`src/rtl/lexicode_pkg.sv`:
```
// Shared lexicode definitions: decoder FSM encoding, popcount and correction radius.
// The generator imports this package too.
package lexicode_pkg;

    typedef enum logic [1:0] {StIdle, StScan, StLast, StOut} dec_state_e;

    localparam int unsigned PopW = 64;

    // Callers zero-extend their N-bit word to PopW before calling.
    function automatic int unsigned popcount(input logic [PopW-1:0] v);
        int unsigned c;
        c = 0;
        for (int i = 0; i < PopW; i++) begin
            c += 32'(v[i]);
        end
        return c;
    endfunction

    function automatic int unsigned radius(input int unsigned min_hd);
        int unsigned m;
        m = (min_hd == 0) ? 1 : min_hd;
        return (m - 1) >> 1;
    endfunction

endpackage

```
`src/rtl/lexicode_nd_decoder_if.sv`:
```
// Codebook load, received-word, and decode-result channels of the lexicode decoder.
interface lexicode_nd_decoder_if #(
    parameter int unsigned N     = 3,
    parameter int unsigned DEPTH = 1024
);
    localparam int unsigned ADDR_W = $clog2(DEPTH);
    localparam int unsigned HD_W   = $clog2(N + 1);

    logic [HD_W-1:0]   min_hd;
    logic              clr;
    logic              cw_valid;
    logic [N-1:0]      cw_data;
    logic              cw_ready;
    logic              rx_valid;
    logic [N-1:0]      rx_data;
    logic              rx_ready;
    logic              dec_valid;
    logic              dec_ready;
    logic [ADDR_W-1:0] dec_index;
    logic [N-1:0]      dec_code;
    logic [HD_W-1:0]   dec_dist;
    logic              dec_err;
    logic [ADDR_W:0]   cb_len;
    logic              cb_ovf;

    modport master (
        output min_hd, clr, cw_valid, cw_data, rx_valid, rx_data, dec_ready,
        input  cw_ready, rx_ready, dec_valid, dec_index, dec_code, dec_dist, dec_err,
               cb_len, cb_ovf
    );

    modport slave (
        input  min_hd, clr, cw_valid, cw_data, rx_valid, rx_data, dec_ready,
        output cw_ready, rx_ready, dec_valid, dec_index, dec_code, dec_dist, dec_err,
               cb_len, cb_ovf
    );

endinterface

```
`src/rtl/lexicode_cb_ram.sv`:
```
// Codebook store: one write port, one synchronous read port, read latency 1.
module lexicode_cb_ram #(
    parameter int unsigned WIDTH = 3,
    parameter int unsigned DEPTH = 1024,
    localparam int unsigned ADDR_W = $clog2(DEPTH)
) (
    input  logic              clk,
    input  logic              we,
    input  logic [ADDR_W-1:0] waddr,
    input  logic [WIDTH-1:0]  wdata,
    input  logic              re,
    input  logic [ADDR_W-1:0] raddr,
    output logic [WIDTH-1:0]  rdata
);

    logic [WIDTH-1:0] mem [DEPTH];

    always_ff @(posedge clk) begin
        if (we) begin
            mem[waddr] <= wdata;
        end
        if (re) begin
            rdata <= mem[raddr];
        end
    end

endmodule

```
`src/rtl/lexicode_nd_decoder.sv`:
```
// Minimum-distance decoder: stores a lexicode codebook and maps each received word to the
// nearest stored codeword (lowest index wins ties), flagging words beyond the correction radius.
module lexicode_nd_decoder
    import lexicode_pkg::*;
#(
    parameter int unsigned N     = 3,
    parameter int unsigned DEPTH = 1024
) (
    input logic                 clk,
    input logic                 rst,
    lexicode_nd_decoder_if.slave bus
);

    localparam int unsigned ADDR_W = $clog2(DEPTH);
    localparam int unsigned HD_W   = $clog2(N + 1);
    localparam int unsigned LEN_W  = ADDR_W + 1;

    dec_state_e        state_q, state_d;
    logic [LEN_W-1:0]  cb_len_q, cb_len_d, scan_len_q, scan_len_d;
    logic              cb_ovf_q, cb_ovf_d;
    logic [N-1:0]      rx_q, rx_d;
    logic [HD_W-1:0]   min_hd_q, min_hd_d;
    logic [ADDR_W-1:0] rd_addr_q, rd_addr_d, cmp_idx_q, cmp_idx_d;
    logic              cmp_en_q, cmp_en_d;
    logic [HD_W-1:0]   best_dist_q, best_dist_d;
    logic [ADDR_W-1:0] best_index_q, best_index_d;
    logic [N-1:0]      best_code_q, best_code_d;
    logic [ADDR_W-1:0] dec_index_q, dec_index_d;
    logic [N-1:0]      dec_code_q, dec_code_d;
    logic [HD_W-1:0]   dec_dist_q, dec_dist_d;
    logic              dec_err_q, dec_err_d;

    logic              ram_we, ram_re;
    logic [N-1:0]      ram_rdata;
    logic [HD_W-1:0]   cand_dist, nxt_dist, radius_w;
    logic [ADDR_W-1:0] nxt_index;
    logic [N-1:0]      nxt_code;
    logic              take;

    lexicode_cb_ram #(
        .WIDTH (N),
        .DEPTH (DEPTH)
    ) u_cb_ram (
        .clk   (clk),
        .we    (ram_we),
        .waddr (cb_len_q[ADDR_W-1:0]),
        .wdata (bus.cw_data),
        .re    (ram_re),
        .raddr (rd_addr_q),
        .rdata (ram_rdata)
    );

    // Index 0 is always taken so a codeword at the maximum distance is still reported.
    assign cand_dist = HD_W'(popcount(PopW'(ram_rdata ^ rx_q)));
    assign take      = cmp_en_q && ((cmp_idx_q == '0) || (cand_dist < best_dist_q));
    assign nxt_dist  = take ? cand_dist : best_dist_q;
    assign nxt_index = take ? cmp_idx_q : best_index_q;
    assign nxt_code  = take ? ram_rdata : best_code_q;
    assign radius_w  = HD_W'(radius(32'(min_hd_q)));

    assign bus.cw_ready  = (state_q == StIdle);
    assign bus.rx_ready  = (state_q == StIdle);
    assign bus.dec_valid = (state_q == StOut);
    assign bus.dec_index = dec_index_q;
    assign bus.dec_code  = dec_code_q;
    assign bus.dec_dist  = dec_dist_q;
    assign bus.dec_err   = dec_err_q;
    assign bus.cb_len    = cb_len_q;
    assign bus.cb_ovf    = cb_ovf_q;

    always_comb begin
        state_d      = state_q;
        cb_len_d     = cb_len_q;
        scan_len_d   = scan_len_q;
        cb_ovf_d     = cb_ovf_q;
        rx_d         = rx_q;
        min_hd_d     = min_hd_q;
        rd_addr_d    = rd_addr_q;
        cmp_idx_d    = cmp_idx_q;
        cmp_en_d     = cmp_en_q;
        best_dist_d  = best_dist_q;
        best_index_d = best_index_q;
        best_code_d  = best_code_q;
        dec_index_d  = dec_index_q;
        dec_code_d   = dec_code_q;
        dec_dist_d   = dec_dist_q;
        dec_err_d    = dec_err_q;
        ram_we       = 1'b0;
        ram_re       = 1'b0;

        unique case (state_q)
            StIdle: begin
                if (bus.clr) begin
                    cb_len_d = '0;
                    cb_ovf_d = 1'b0;
                end else if (bus.cw_valid) begin
                    if (cb_len_q == LEN_W'(DEPTH)) begin
                        cb_ovf_d = 1'b1;
                    end else begin
                        ram_we   = 1'b1;
                        cb_len_d = cb_len_q + LEN_W'(1);
                    end
                end
                if (bus.rx_valid) begin
                    rx_d         = bus.rx_data;
                    min_hd_d     = bus.min_hd;
                    scan_len_d   = cb_len_q;
                    rd_addr_d    = '0;
                    cmp_en_d     = 1'b0;
                    best_dist_d  = '1;
                    best_index_d = '0;
                    best_code_d  = '0;
                    if (cb_len_q == '0) begin
                        dec_index_d = '0;
                        dec_code_d  = '0;
                        dec_dist_d  = '0;
                        dec_err_d   = 1'b1;
                        state_d     = StOut;
                    end else begin
                        state_d = StScan;
                    end
                end
            end
            StScan: begin
                ram_re       = 1'b1;
                cmp_en_d     = 1'b1;
                cmp_idx_d    = rd_addr_q;
                rd_addr_d    = rd_addr_q + ADDR_W'(1);
                best_dist_d  = nxt_dist;
                best_index_d = nxt_index;
                best_code_d  = nxt_code;
                if ({1'b0, rd_addr_q} == scan_len_q - LEN_W'(1)) begin
                    state_d = StLast;
                end
            end
            StLast: begin
                cmp_en_d    = 1'b0;
                dec_index_d = nxt_index;
                dec_code_d  = nxt_code;
                dec_dist_d  = nxt_dist;
                dec_err_d   = (nxt_dist > radius_w);
                state_d     = StOut;
            end
            StOut: begin
                if (bus.dec_ready) begin
                    state_d = StIdle;
                end
            end
            default: state_d = StIdle;
        endcase
    end

    always_ff @(posedge clk) begin
        if (rst) begin
            state_q      <= StIdle;
            cb_len_q     <= '0;
            scan_len_q   <= '0;
            cb_ovf_q     <= 1'b0;
            rx_q         <= '0;
            min_hd_q     <= '0;
            rd_addr_q    <= '0;
            cmp_idx_q    <= '0;
            cmp_en_q     <= 1'b0;
            best_dist_q  <= '1;
            best_index_q <= '0;
            best_code_q  <= '0;
            dec_index_q  <= '0;
            dec_code_q   <= '0;
            dec_dist_q   <= '0;
            dec_err_q    <= 1'b0;
        end else begin
            state_q      <= state_d;
            cb_len_q     <= cb_len_d;
            scan_len_q   <= scan_len_d;
            cb_ovf_q     <= cb_ovf_d;
            rx_q         <= rx_d;
            min_hd_q     <= min_hd_d;
            rd_addr_q    <= rd_addr_d;
            cmp_idx_q    <= cmp_idx_d;
            cmp_en_q     <= cmp_en_d;
            best_dist_q  <= best_dist_d;
            best_index_q <= best_index_d;
            best_code_q  <= best_code_d;
            dec_index_q  <= dec_index_d;
            dec_code_q   <= dec_code_d;
            dec_dist_q   <= dec_dist_d;
            dec_err_q    <= dec_err_d;
        end
    end

endmodule

```
`src/flat_wrapper.sv`:
```
// flat-port wrapper written by rule: the top's interface ports become plain ports
module lexicode_nd_decoder_flat import lexicode_pkg::*;
#(
    parameter int unsigned N     = 3,
    parameter int unsigned DEPTH = 1024
)
  (clk, rst, bus_min_hd, bus_clr, bus_cw_valid, bus_cw_data, bus_rx_valid, bus_rx_data, bus_dec_ready, bus_cw_ready, bus_rx_ready, bus_dec_valid, bus_dec_index, bus_dec_code, bus_dec_dist, bus_dec_err, bus_cb_len, bus_cb_ovf);
  lexicode_nd_decoder_if #(.N(N), .DEPTH(DEPTH)) bus_i ();
  input logic clk;
  input logic rst;
  input wire logic [$bits(bus_i.min_hd)-1:0] bus_min_hd;
  input wire logic [$bits(bus_i.clr)-1:0] bus_clr;
  input wire logic [$bits(bus_i.cw_valid)-1:0] bus_cw_valid;
  input wire logic [$bits(bus_i.cw_data)-1:0] bus_cw_data;
  input wire logic [$bits(bus_i.rx_valid)-1:0] bus_rx_valid;
  input wire logic [$bits(bus_i.rx_data)-1:0] bus_rx_data;
  input wire logic [$bits(bus_i.dec_ready)-1:0] bus_dec_ready;
  output wire logic [$bits(bus_i.cw_ready)-1:0] bus_cw_ready;
  output wire logic [$bits(bus_i.rx_ready)-1:0] bus_rx_ready;
  output wire logic [$bits(bus_i.dec_valid)-1:0] bus_dec_valid;
  output wire logic [$bits(bus_i.dec_index)-1:0] bus_dec_index;
  output wire logic [$bits(bus_i.dec_code)-1:0] bus_dec_code;
  output wire logic [$bits(bus_i.dec_dist)-1:0] bus_dec_dist;
  output wire logic [$bits(bus_i.dec_err)-1:0] bus_dec_err;
  output wire logic [$bits(bus_i.cb_len)-1:0] bus_cb_len;
  output wire logic [$bits(bus_i.cb_ovf)-1:0] bus_cb_ovf;
  assign bus_i.min_hd = bus_min_hd;
  assign bus_i.clr = bus_clr;
  assign bus_i.cw_valid = bus_cw_valid;
  assign bus_i.cw_data = bus_cw_data;
  assign bus_i.rx_valid = bus_rx_valid;
  assign bus_i.rx_data = bus_rx_data;
  assign bus_i.dec_ready = bus_dec_ready;
  assign bus_cw_ready = bus_i.cw_ready;
  assign bus_rx_ready = bus_i.rx_ready;
  assign bus_dec_valid = bus_i.dec_valid;
  assign bus_dec_index = bus_i.dec_index;
  assign bus_dec_code = bus_i.dec_code;
  assign bus_dec_dist = bus_i.dec_dist;
  assign bus_dec_err = bus_i.dec_err;
  assign bus_cb_len = bus_i.cb_len;
  assign bus_cb_ovf = bus_i.cb_ovf;
  lexicode_nd_decoder #(.N(N), .DEPTH(DEPTH)) u_core (.clk(clk), .rst(rst), .bus(bus_i));
endmodule
```
`config.mk`:
```
export PLATFORM = sky130hd
export DESIGN_NAME = lexicode_nd_decoder_flat
export DESIGN_NICKNAME = d
export VERILOG_FILES = /design/src/rtl/lexicode_pkg.sv /design/src/rtl/lexicode_nd_decoder_if.sv /design/src/rtl/lexicode_cb_ram.sv /design/src/rtl/lexicode_nd_decoder.sv /design/src/flat_wrapper.sv
export SDC_FILE = /design/constraint.sdc
export NUM_CORES = 2
export LEC_CHECK = 0
export CAP_MARGIN = 20
export CORE_ASPECT_RATIO = 0.5
export CORE_UTILIZATION = 30
export DETAILED_ROUTE_END_ITERATION = 16
export HOLD_SLACK_MARGIN = 0.15
export REMOVE_ABC_BUFFERS = 1
export SLEW_MARGIN = 25
export SYNTH_ARGS = -nofsm -noshare
export SYNTH_HDL_FRONTEND = slang
export SYNTH_SLANG_ARGS = --single-unit
```
`constraint.sdc`:
```
create_clock -name clk -period 3 [get_ports clk]
set_input_delay 0.6 -clock clk [delete_from_list [all_inputs] [get_ports clk]]
set_output_delay 0.6 -clock clk [all_outputs]
set_load 0.02 [all_outputs]
```
* After elaboration in Yosys (flattened, before gate mapping)
Memory sizes are Yosys's and may differ from the RTL's. A register that Yosys moved wholly into a read port is not among the register bits.
Cells that the tools add are included.
** Cells by class
- Add/subtract/negate cells :: 67
- Reduce and logical (&&, ||, !) cells :: 18
- Bitwise operators :: 1
- Order comparisons :: 2
- Multiplexer cells :: 43
- Equality and inequality tests :: 10
** Operator list (count)
- $add A2 B1 Y2 const B :: 61
- $pmux W10 S2 :: 3
- $mux W10 :: 4
- $mux W11 :: 3
- $mux W2 :: 9
- $mux W1 :: 13
- $mux W3 :: 4
- $pmux W3 S2 :: 2
- $reduce_and A3 Y1 :: 4
- $add A11 B1 Y11 const B :: 1
- $eq A10 B11 Y1 :: 1
- $eq A11 B11 Y1 const B :: 1
- $logic_not A11 Y1 :: 1
- $sub A11 B1 Y11 const B :: 1
- $add A10 B1 Y10 const B :: 1
- $logic_not A10 Y1 :: 1
- $pmux W2 S2 :: 2
- $pmux W2 S4 :: 1
- $reduce_bool A2 Y1 :: 4
- $ne A2 B2 Y1 const B :: 3
- $reduce_and A2 Y1 :: 3
- $eq A2 B2 Y1 const B :: 2
- $logic_not A2 Y1 :: 2
- $ne A2 B1 Y1 const B :: 2
- 12 further kinds :: 12
** Word-level totals
- Bits of input ports :: 14
- Bits in writable memories :: 3072
- Bits in registers :: 82
- Memories :: 1
- Logic and storage cells :: 158
** Memories
- u_core.u_cb_ram.mem :: depth 1024, bits a word 3, read ports 1, clocked after Yosys merged registers in 1, write ports 1, line lexicode_cb_ram.sv:16 : logic [WIDTH-1:0] mem [DEPTH];

* Longest topological paths before layout
- Word-level depth :: 70
- Depth in mapped cells :: 14

* Modules after synthesis
A second synthesis with hierarchy kept.
** Second synthesis, totals
- Cell total of the unflattened synthesis :: 6991
- Area, all modules :: 127659.9 µm²
** By module, submodules not included
- lexicode_cb_ram :: area each 123732.4 µm², instances 1, cells an instance 6544
- lexicode_nd_decoder :: area each 3927.5 µm², instances 1, cells an instance 447

* Worst setup path before layout
OpenSTA, ideal clock, no wires.
- Path kind :: register -> register
- Start :: register u_core.cb_len_q[0] (netlist: u_core.bus.cb_len[0])
- End :: memory u_core.u_cb_ram.mem[960][0], enable pin
- Path slack :: 74 ps
- Data arrival time :: 2607 ps
- Clock period less this slack :: 2926 ps
- Stages on the path, launching flop included :: 12
- Path through :: dfxtp_1 -> inv_1 -> ha_1 -> or4b_1 -> buf_2 -> nor4b_2 -> a21boi_1 -> nand3b_2 -> nor3b_2 -> nand2_1 -> clkbuf_1 -> nor2_1
** Between the ends
- Cells in the longest elaborated chain, start to end :: 7
** Ends and longest elaborated chain
- from (decl) :: line lexicode_nd_decoder.sv:19 : logic [LEN_W-1:0] cb_len_q, cb_len_d, scan_len_q, scan_len_d;
- from (signal assigned) :: line lexicode_nd_decoder.sv:173 : cb_len_q <= cb_len_d;
- $eq A11 B11 Y1 :: line lexicode_nd_decoder.sv:97 : if (cb_len_q == LEN_W'(DEPTH)) begin
- $mux W1 :: line lexicode_nd_decoder.sv:97
- $mux W1 :: line lexicode_nd_decoder.sv:96 : end else if (bus.cw_valid) begin
- $mux W1 :: line lexicode_nd_decoder.sv:93 : if (bus.clr) begin
- $mux W1 :: line lexicode_nd_decoder.sv:91 : unique case (state_q)
- $mux W1 :: line lexicode_cb_ram.sv:19 : if (we) begin
- $mux W1 (not written as such) :: line lexicode_cb_ram.sv:20 : mem[waddr] <= wdata;
- to (decl) :: line lexicode_cb_ram.sv:16
Several ways; a longest one is shown, not always the timed one.

==> results_dict.tcl <==
set metrics [dict create \
    cts_buffers 312 \
    pwr-share-clk_pct 38.8 \
    ant_nets 0 \
    vias 73100 \
    setup_viol 3 \
    synth_edf_count 3075 \
    initial_core_util_pct 30.2 \
    drv_slew 0 \
    leakage_nw 47.1 \
    max-slew-margin-rel_pct 30.2 \
    antenna_found_initial 26 \
    yosysTopAreaCell "edfxtp_1" \
    htree_num_levels 5 \
    die_h_microns 462 \
    total_power_mw 99.4 \
    synth_common_cells "edfxtp_1, nor2_1, mux4_2" \
    fmax_ghz 0.295 \
    grt_pass1_vias 72100 \
    yosys.cell_count.top_type "edfxtp_1" \
    ir_drop_uv 532 \
    yosys_warnings 0 \
    synthTopCellsByArea "edfxtp_1, mux4_2, nor2_1, mux2i_1, dfxtp_1" \
    tns_ps -1120 \
    rsz0062_at_grt "true" \
    worstPathRequired_ps 3630 \
    finalHoldViolations 0 \
    rows 168 \
    seqPwrFrac_pct 48.7 \
    cts_tree "yes" \
    grt_overflow_total 0 \
    min_period_ps 3390 \
    cts_buffer_depth 4 \
    syn_inst 6949 \
    wl_per_cell_microns 29.4 \
    ios 45 \
    drive_above_1_share_pct 28.7 \
    drc 0 \
    avgSynthCellArea_sq_um 18.3 \
    power_frac_comb_pct 12.4 \
    grt_max_degree 178 \
    finalCritPeriodShare_pct 113 \
    fin_area_sq_um 153000 \
    synth_async_sr_flop_share_pct 0 \
    failed_checks "setup timing" \
    hold_ws_ps 279 \
    dp_hpwl_mm 258 \
    hp-start "bus_cw_data[2]" \
    ys.flop_type "edfxtp_1" \
    p_sw_share_pct 23.2 \
    critPathArrivalTime_ps 4020 \
    grt.total_usage_pct 18.2 \
    finClkSkew_ps 57.0 \
    fp.coreArea_sq_um 420000 \
    internal_power_mw 76.4 \
    power_switching_mw 23.0 \
    status "complete, but fails checks" \
    min_path_type "primary input to register" \
    synth_cell_types 91 \
    final_nets 7801 \
    dpl_cell_area_sq_um 141000 \
    num-fill-cells 38500 \
    cts.clk_slew.worst_paths_ps 70 \
    cts.sinks 3157 \
    critPathLaunch "u_core.rd_addr_q[0]$_SDFFE_PP0P_" \
    max_cap_violations 0 \
    ys_seq_area_share_pct 74.0 \
    setup_slack_ps -391 \
    wl_mm 400 \
    place_congestion 0.873 \
    grt_pass1_wl_mm 557 \
    path_class "register to register" \
    syn_to_final_growth_pct 20.6 \
    viasPerCell 5.36 \
    ys_seq_elements 3157 \
    path_max_fanout 15 \
    yosysTopAreaCellShare_pct 72.7 \
    clk_latency_ps 890 \
    clock-root-buffer "clkbuf_16" \
    worst_pin_slew_ps 1050 \
    die_x_microns 922 \
    dr.first_iter.drc_count 10800 \
    die-area_sq_um 426000 \
    post-route-util_pct 36.5 \
    syn_area_sq_um 127000 \
    critPathLaunchType "register" \
    portBuffers 44 \
    reg2reg_from "u_core.rd_addr_q[0]$_SDFFE_PP0P_" \
    powerDensity_nw_per_um2 649 \
    endpoint_kind "register" \
    first_pass_iters 5 \
]
==> layout by cell type (no fill, tap or decap), drive strengths merged, types with 10 or more instances in the layout <==
master         Yosys  layout
a221oi            55      55
and2              10      10
nand3             84      84
nor3              23      23
a22oi            134     134
nor2b             19      19
nand2            216     216
nor4              14      14
inv               16      24
clkinvlp           0      11
edfxtp          3075    3075
bufinv             0      26
buf              329     994
o211ai            12      12
mux2i            265     265
nand2b            14      14
xor2              15      15
dfxtp             82      82
a22o              27      27
nand4             15      15
o21ai             62      62
xnor2             15      15
mux4             671     671
clkinv             3     124
clkbuf           203     385
a21oi            151     151
nor2            1137    1137
a31oi             25      25
a211oi            28      28
ha                12      12
clkdlybuf4s50      0      40
o22ai             51      51
mux2              32      32
o221ai            40      40
==> path summary, 6_finish.rpt <==
path | to | slack (ps) | cells past startpoint
max reg2reg | u_core.u_cb_ram.rdata[1]$_DFFE_PP_ | -390 | 10
min | u_core.u_cb_ram.mem[113][2]$_DFFE_PP_ | 280 | 1
min reg2reg | u_core.min_hd_q[0]$_SDFFE_PP0P_ | 450 | 2
max | u_core.u_cb_ram.rdata[1]$_DFFE_PP_ | -390 | 10
==> layout make-up <==
type / instances / area [sq um] / area share [%]
diodes: 8 / 20.0 / 0.0131
well taps: 5610 / 7020 / 4.58
flip-flops and latches: 3157 / 94000 / 61.4
repair buffers: 1043 / 11500 / 7.49
clock inverters: 166 / 1550 / 1.01
inverters: 19 / 76.3 / 0.0498
multi-input cells: 3241 / 30800 / 20.1
clock buffers: 384 / 8260 / 5.39
==> sequential cells by signal, indices dropped and copies added, names as in the netlist, 3 cells and up <==
register	flops
u_core.best_code_q	3
u_core.best_index_q	10
u_core.bus.cb_len	11
u_core.bus.dec_code	3
u_core.bus.dec_index	10
u_core.cmp_idx_q	10
u_core.rd_addr_q	10
u_core.rx_q	3
u_core.scan_len_q	11
u_core.u_cb_ram.mem	3072
u_core.u_cb_ram.rdata	3
==> critical path, cell delays in order (launching register included) <==
cell and delay (ps):
dfxtp_4 370, buf_12 170, buf_16 220, buf_4 210
mux4_1 580, mux4_2 480, o211ai_1 320, a221oi_1 140
buf_4 200, nor3_4 270, o31ai_2 90
==> logic make-up (layout without fill, tap and decap cells) <==
logic type,count (synthesis),after routing,share of synthesized area (%)
flops,3157,3157,74.0
mux,968,968,14.4
simple gates,1580,1580,5.09
xor+xnor,30,30,0.207
other cells,0,8,0
compound gates,650,650,3.58
fa+ha+maj,13,13,0.134
buf+inv,551,1612,2.62
==> power groups by stage <==
stage	sequential, mW	combinational, mW	clock (mW)
finish	48.5	12.3	38.6
global route	48.4	12.9	40.5
CTS	48.5	12.1	39.0
detailed placement	49.5	11.0	0
global placement	49.5	10.9	0
floorplan	49.8	4.23	0
==> what timing repair did <==
item                                    in CTS  in global routing
resized for setup                          162                 47
endpoints found under the setup margin       4                 71
buffers inserted                            40                 21
hold buffers                                 2                  0
pin swaps                                   39                 24
gates cloned                                11                  0
endpoints found under the hold margin        8                  0
==> through the flow <==
step	setup WS [ps]	std cells
final	-391	13600
after global routing	-457	13600
after CTS	-313	13600
after detailed placement	-1080	13000
after global placement	-2450	13000
after floorplan	-34430	6417
==> metal layers <==
layer,global-route usage [%],vias to the layer above,wire length [microns]
li1,-,29500,-
met1,24.9,38400,158000
met2,28.5,4434,182000
met3,4.51,750,45600
met4,6.33,22,15100
met5,0.0223,-,142
Power figures use the tool's default switching activity.
